--- config.mk ---
export PLATFORM = sky130hd
export DESIGN_NAME = memory_arbiter
export DESIGN_NICKNAME = d
export VERILOG_FILES = /design/src/rtl/memory_arbiter.sv
export SDC_FILE = /design/constraint.sdc
export NUM_CORES = 1
export LEC_CHECK = 0
export CORE_UTILIZATION = 28
export CTS_BUF_LIST = sky130_fd_sc_hd__clkbuf_8 sky130_fd_sc_hd__clkbuf_16
export CTS_CLUSTER_SIZE = 20
export DETAILED_ROUTE_END_ITERATION = 6
export PLACE_DENSITY = 0.76
export SLEW_MARGIN = 15
export SYNTH_ARGS = -nofsm -noshare
export SYNTH_HDL_FRONTEND = slang
export SYNTH_SLANG_ARGS = --single-unit
--- constraint.sdc ---
create_clock -name clk -period 1.79 [get_ports clk]
set_clock_uncertainty 0.15 [all_clocks]
set_input_delay 0.358 -clock clk [delete_from_list [all_inputs] [get_ports clk]]
set_output_delay 0.358 -clock clk [all_outputs]
set_load 0.02 [all_outputs]
--- src/rtl/memory_arbiter.sv ---
// Arbitrates a single-port synchronous RAM between the CPU and an external program loader.
// The loader gets the RAM only after the CPU has parked through the halt_req/halt_ack handshake.
module memory_arbiter #(
  parameter int unsigned ADDR_WIDTH   = 8,
  parameter int unsigned DATA_WIDTH   = 8,
  parameter int unsigned HALT_TIMEOUT = 32
) (
  input  logic                  clk,
  input  logic                  rst,
  input  logic                  cpu_req,
  input  logic                  cpu_we,
  input  logic [ADDR_WIDTH-1:0] cpu_addr,
  input  logic [DATA_WIDTH-1:0] cpu_wdata,
  output logic [DATA_WIDTH-1:0] cpu_rdata,
  output logic                  cpu_ack,
  input  logic                  ldr_req,
  input  logic                  ldr_we,
  input  logic [ADDR_WIDTH-1:0] ldr_addr,
  input  logic [DATA_WIDTH-1:0] ldr_wdata,
  output logic [DATA_WIDTH-1:0] ldr_rdata,
  output logic                  ldr_ack,
  output logic                  ldr_err,
  output logic                  halt_req,
  input  logic                  halt_ack,
  output logic                  mem_we,
  output logic [ADDR_WIDTH-1:0] mem_addr,
  output logic [DATA_WIDTH-1:0] mem_wdata,
  input  logic [DATA_WIDTH-1:0] mem_rdata,
  output logic                  owner
);

  localparam int unsigned CNT_W = $clog2(HALT_TIMEOUT + 1);

  typedef enum logic [2:0] {
    CPU_OWN   = 3'd0,
    HALT_WAIT = 3'd1,
    ABORT     = 3'd2,
    LDR_OWN   = 3'd3,
    RELEASE   = 3'd4
  } state_t;

  state_t             state;
  logic [CNT_W-1:0]   cnt;
  logic               cpu_grant;
  logic               cpu_acc;
  logic               ldr_acc;

  // Accept decode and RAM port steering; owner stays 1 through RELEASE so the bus is stable.
  always_comb begin
    cpu_grant = (state == CPU_OWN) || (state == HALT_WAIT) || (state == ABORT);
    cpu_acc   = cpu_req && cpu_grant;
    ldr_acc   = ldr_req && (state == LDR_OWN);
    mem_we    = (cpu_acc && cpu_we) || (ldr_acc && ldr_we);
    mem_addr  = owner ? ldr_addr  : cpu_addr;
    mem_wdata = owner ? ldr_wdata : cpu_wdata;
  end

  // RAM read data lands in the ack cycle, so it is steered straight through.
  assign cpu_rdata = cpu_ack ? mem_rdata : '0;
  assign ldr_rdata = ldr_ack ? mem_rdata : '0;

  always_ff @(posedge clk or negedge rst) begin
    if (!rst) begin
      state    <= CPU_OWN;
      cnt      <= '0;
      owner    <= 1'b0;
      halt_req <= 1'b0;
      cpu_ack  <= 1'b0;
      ldr_ack  <= 1'b0;
      ldr_err  <= 1'b0;
    end else begin
      cpu_ack <= cpu_acc;
      ldr_ack <= ldr_acc;
      ldr_err <= 1'b0;
      unique case (state)
        CPU_OWN: begin
          if (ldr_req) begin
            state    <= HALT_WAIT;
            halt_req <= 1'b1;
            cnt      <= '0;
          end
        end
        HALT_WAIT: begin
          if (!ldr_req) begin
            state    <= CPU_OWN;
            halt_req <= 1'b0;
          end else if (halt_ack && !cpu_acc) begin
            state <= LDR_OWN;
            owner <= 1'b1;
          end else if (cnt == CNT_W'(HALT_TIMEOUT - 1)) begin
            state    <= ABORT;
            halt_req <= 1'b0;
            ldr_err  <= 1'b1;
            cnt      <= '0;
          end else begin
            cnt <= cnt + CNT_W'(1);
          end
        end
        // Loader must drop its request before it may try again.
        ABORT: begin
          if (!ldr_req) state <= CPU_OWN;
        end
        LDR_OWN: begin
          if (!ldr_req) state <= RELEASE;
        end
        RELEASE: begin
          state    <= CPU_OWN;
          owner    <= 1'b0;
          halt_req <= 1'b0;
        end
        default: state <= CPU_OWN;
      endcase
    end
  end

endmodule

# --- After elaboration in Yosys (flattened, before gate mapping) ---
# Cells that the tools add are included.
word_totals:
  reg_bits: 14
  in_bits: 47
  output_inout_bits: 38
classes:
  addsub: 1
  eq_ne: 14
  mux: 28
  reduce_logical: 17
op_table:
  columns: ["operator", "count"]
  rows:
  - ["$mux 8", 4]
  - ["$mux 6", 4]
  - ["$mux 3", 6]
  - ["$pmux 3 s4", 1]
  - ["$pmux 6 s2", 1]
  - ["$reduce_and 4->1", 3]
  - ["$mux 1", 10]
  - ["$ne 2x2->1 const B", 5]
  - ["$add 6x1->6 const B", 1]
  - ["$eq 3x2->1 const B", 2]
  - ["$eq 6x5->1 const B", 1]
  - ["$logic_and 1x1->1", 5]
  - ["$ne 4x2->1 const B", 1]
  - ["$reduce_bool 2->1", 2]
  - ["$eq 3x1->1 const B", 1]
  - ["$eq 3x3->1 const B", 1]
  - ["$logic_not 3->1", 1]
  - ["$logic_or 1x1->1", 3]
  - ["$ne 3x2->1 const B", 1]
  - ["$ne 3x3->1 const B", 1]
  - ["$pmux 1 s3", 1]
  - ["$reduce_and 3->1", 1]
  - ["$reduce_bool 3->1", 1]
  - ["$ne 2x1->1 const B", 1]
  - ["2 further kinds", 2]

# --- Longest topological paths before layout ---
# Gate-level depths: netlist of run 1.
logic_depth:
  word_depth: 9
  mapped_depth: 6
  depth_no_buf: 5

# --- Worst setup path before layout of run 1 ---
# Ideal clock, no wire load.
synth_timing:
  path_kind: "register to output"
  start: "reg owner"
  end: "out mem_addr[6]"
  t_arrival_ps: 1420
  setup_slack_ps: -138
  path_stages_with_launch: 4
  cell_sequence: "dfrtp_1 > buf_2 > buf_1 > mux2_2"
synth_between:
  elab_chain_len: 1
synth_rtl:
  columns: ["item", "line", "text"]
  rows:
  - ["start: declaration", "29", "output logic owner"]
  - ["start signal: assignment", "66", "owner <= 1'b0;"]
  - ["start signal: assignment", "89", "owner <= 1'b1;"]
  - ["start signal: assignment", "108", "owner <= 1'b0;"]
  - ["$mux 8", "54", "mem_addr = owner ? ldr_addr : cpu_addr;"]
  - ["end: declaration", "26", "output logic [ADDR_WIDTH-1:0] mem_addr,"]
# No other way between the ends.

# --- Final worst setup path of run 1 ---
layout_timing:
  start: "reg owner"
  end: "out mem_wdata[0]"
layout_between:
  elab_chain_len: 1
layout_rtl:
  columns: ["item", "line", "text"]
  rows:
  - ["$mux 8", "55", "mem_wdata = owner ? ldr_wdata : cpu_wdata;"]
  - ["end: declaration", "27", "output logic [DATA_WIDTH-1:0] mem_wdata,"]
# No other way between the ends.

==> results of run 1 <==
[logic make-up after synthesis]
logic type               count (synthesis)
AO/OA/AOI/OAI                           26
adder cells (fa/ha/maj)                  1
buffers and inverters                   13
flip-flops                              14
multiplexers                            16
AND/OR/NAND/NOR                         45
[power by group]
part	total, mW	switching [mW]	internal (mW)
Combinational	0.460	0.194	0.266
Clock	0.257	0.108	0.149
Sequential	0.390	0.0395	0.351
[cell type report]
| type | count | share of cell area [%] |
|---|---|---|
| timing repair buffer | 106 | 46.7 |
| multi-input combinational | 88 | 31.4 |
| sequential | 14 | 16.3 |
| tap | 46 | 2.66 |
| clock buffer | 3 | 1.91 |
| inverter | 6 | 1.04 |
[flip-flops by register name, summed over array words and instances, names as in the netlist]
signal    flops
state         3
ldr_ack       1
cpu_ack       1
cnt           6
halt_req      1
owner         1
ldr_err       1
[cells in the final DEF (no fill, tap or decap), types with 2 or more instances in the layout]
| master | n |
|---|---|
| sky130_fd_sc_hd__buf_6 | 15 |
| sky130_fd_sc_hd__dlymetal6s2s_1 | 2 |
| sky130_fd_sc_hd__mux2_2 | 10 |
| sky130_fd_sc_hd__clkbuf_2 | 6 |
| sky130_fd_sc_hd__inv_1 | 6 |
| sky130_fd_sc_hd__o22ai_1 | 2 |
| sky130_fd_sc_hd__nor4_2 | 2 |
| sky130_fd_sc_hd__clkbuf_8 | 3 |
| sky130_fd_sc_hd__dfrtp_1 | 13 |
| sky130_fd_sc_hd__nor2_2 | 2 |
| sky130_fd_sc_hd__nor2_1 | 2 |
| sky130_fd_sc_hd__a21oi_1 | 4 |
| sky130_fd_sc_hd__buf_4 | 19 |
| sky130_fd_sc_hd__dlygate4sd2_1 | 6 |
| sky130_fd_sc_hd__clkdlybuf4s15_1 | 8 |
| sky130_fd_sc_hd__clkdlybuf4s50_1 | 45 |
| sky130_fd_sc_hd__o21ai_0 | 4 |
| sky130_fd_sc_hd__nor3_1 | 2 |
| sky130_fd_sc_hd__and3_1 | 3 |
| sky130_fd_sc_hd__and2_1 | 16 |
| sky130_fd_sc_hd__or3_1 | 2 |
| sky130_fd_sc_hd__nand2_1 | 4 |
| sky130_fd_sc_hd__a31oi_1 | 4 |
| sky130_fd_sc_hd__nand3_1 | 5 |
| sky130_fd_sc_hd__buf_2 | 3 |
| sky130_fd_sc_hd__nor2b_1 | 2 |
| sky130_fd_sc_hd__mux2_4 | 6 |
| sky130_fd_sc_hd__a22o_1 | 2 |
| sky130_fd_sc_hd__o21ai_1 | 4 |
[metrics by stage]
stage,area (µm²),setup slack [ns],hold slack (ns),instances,util [%]
final,2160,-0.0920,0.269,263,62.8
after global routing,2160,-0.118,0.278,263,62.8
after CTS,2020,-0.103,0.270,261,58.6
after detailed placement,2050,-0.498,0.347,256,59.6
after global placement,2050,-0.469,0.337,256,59.6
after floorplan,1040,0.000163,-0.0876,115,-
[routing by layer]
metal | routed length (µm) | GRT usage (%) | up-vias
li1 | - | - | 624
met1 | 1480 | 21.6 | 595
met2 | 2100 | 31.6 | 37
met3 | 169 | 4.74 | 5
met4 | 30 | 5.52 | 0
met5 | 0 | 0 | -
[path summary, 6_finish.rpt]
check	endpoint	slack, ns	cells past startpoint
max in group asynchronous	owner	1.04	2
max	mem_wdata[0]	-0.09	4
max reg2reg	cnt[5]	0.10	6
min	cnt[3]	0.27	2
min in group clk	cpu_ack	0.30	2
min reg2reg	cnt[5]	0.35	1
[worst max-delay path, cell delays in order (launching register included)]
cell and delay (ns):
sky130_fd_sc_hd__dfrtp_2 0.44, sky130_fd_sc_hd__buf_12 0.15, sky130_fd_sc_hd__buf_4 0.13, sky130_fd_sc_hd__mux2_2 0.27, sky130_fd_sc_hd__buf_6 0.13
[repair_timing]
action	CTS	global route
endpoints found under the setup margin	40	35
gates cloned	0	1
hold endpoints to repair	0	0
pin swaps	2	2
resized for setup	98	55
setup buffers	2	1
==> results_dict.tcl, run 1 <==
set metrics [dict create \
    die_w_um 62.9 \
    category_of_the_worst_setup_path_capture_point "output port" \
    ir_worst_vdd_uv 482 \
    muxShareOfSynthArea_pct 17.3 \
    clock-sinks 14 \
    grt_setup_unrepaired "true" \
    synth-async-reset-ratio_pct 100 \
    final-max-slew-violation-count 0 \
    cts.path.max_buffers 2 \
    cts.root.buffer_cell "sky130_fd_sc_hd__clkbuf_8" \
    timing_hold_violations_final 0 \
    main_combinational_cell_family_by_area_after_synthesis "simple AND/OR/NAND/NOR gates" \
    tritoncts "built" \
    die-height_um 62.9 \
    yosys.area.top_type "sky130_fd_sc_hd__dfrtp_1" \
    cellLeakagePower_nw 1.01 \
    htree_num_levels 1 \
    netlist_top_cells_area "sky130_fd_sc_hd__dfrtp_1 34%, sky130_fd_sc_hd__mux2_2 17%, sky130_fd_sc_hd__and2_1 9.6%" \
    critPathLaunchType "flip-flop" \
    dr.pass1.iters 4 \
    buffer_ports.inserted 84 \
    grt_first_pass_wirelength_um 5740 \
    post_drt_wl_per_cell_um 14.4 \
    post_synth_inst_count 115 \
    track_usage_pct 18.2 \
    multiInputGateArea_um2 679 \
    drc_errors 0 \
    maximum_number_of_pins_on_one_net_before_global_route_repair 18 \
    worstMarginPinSlew_ns 0.269 \
    ys_seq_elements 14 \
    syn_area_per_cell_um2 9.03 \
    ios 85 \
    layout-drive-gt1-share_pct 34.1 \
    rows 21 \
    syn_nets 163 \
    insertedDiodeCount 0 \
    initial_utilization_pct 30.2 \
    vias 1261 \
    post_synth_instance_area_um2 1040 \
    fin_total_pwr_mw 1.11 \
    cts_inserted_buffers 3 \
    worstHoldPathType "input pin to async pin" \
    postSynth.topFlopCell "sky130_fd_sc_hd__dfrtp_1" \
    grt_antenna_before_repair 0 \
    fmaxAchievable_ghz 0.531 \
    clk_latency_ns 0.24 \
    dp_hpwl_um 2900 \
    worst_slew_margin_rel_pct 82.0 \
    crit-reg2reg-launch "cnt[1]" \
    gp_congestion 0.769 \
    outcome "finished, violations left" \
    synth.yosys.warnings 0 \
    cts_hold_bufs 0 \
    final.setup.tns_ns -0.268 \
    fillcell_total 278 \
    cp_max_fo 7 \
    core_region_area_um2 3440 \
    failing_checks "negative setup slack" \
    max-cap-violations 0 \
    post_synth_fa_ha_maj_area_fraction_pct 1.20 \
    yosys_top_cell_area_share_pct 33.7 \
    final_critical_path_setup_slack_ns -0.0920 \
    synth-edff-count 0 \
    worst_setup_path_startpoint "owner" \
    num-nets-final 267 \
    min_period_over_period_pct 105 \
    worst_ep_arrival_time_ns 1.37 \
    synth_compound_area_share_pct 16.5 \
    synthXorXnorAreaFrac_pct 0 \
    worstSetupPathType "flip-flop to output port" \
    grt-ovfl-total 0 \
    synthTopCellsByCount "16 x sky130_fd_sc_hd__and2_1, 16 x sky130_fd_sc_hd__mux2_2, 14 x sky130_fd_sc_hd__dfrtp_1" \
    critPathRequiredTime_ns 1.28 \
    detailed_route_iter0_violations 35 \
    cts.reportedPaths.clkPinSlew_ns 0.05 \
    power.density_cell_area_nw_per_um2 513 \
    antenna_violating_nets_post_route 0 \
    min_tclk_post_route_ns 1.88 \
    finalWirelength_um 3780 \
    synth.distinct_cells 34 \
    setup_viol 10 \
    final-seq-area_um2 352 \
    yosys.area_share.simple_pct 25.8 \
    first_global_vias 1251 \
    route.detailed.vias_per_inst 4.79 \
    syn_to_final_growth_pct 108 \
    die_area_um2 3960 \
    synth_seq_area_share_pct 33.7 \
]
(Power assumes the default switching activity.)
==> run 2, diff against run 1 <==
CAP_MARGIN = 20   (was unset)
==> results of run 2 <==
The final DEF is identical to that of run 1; final timing and power are the same.
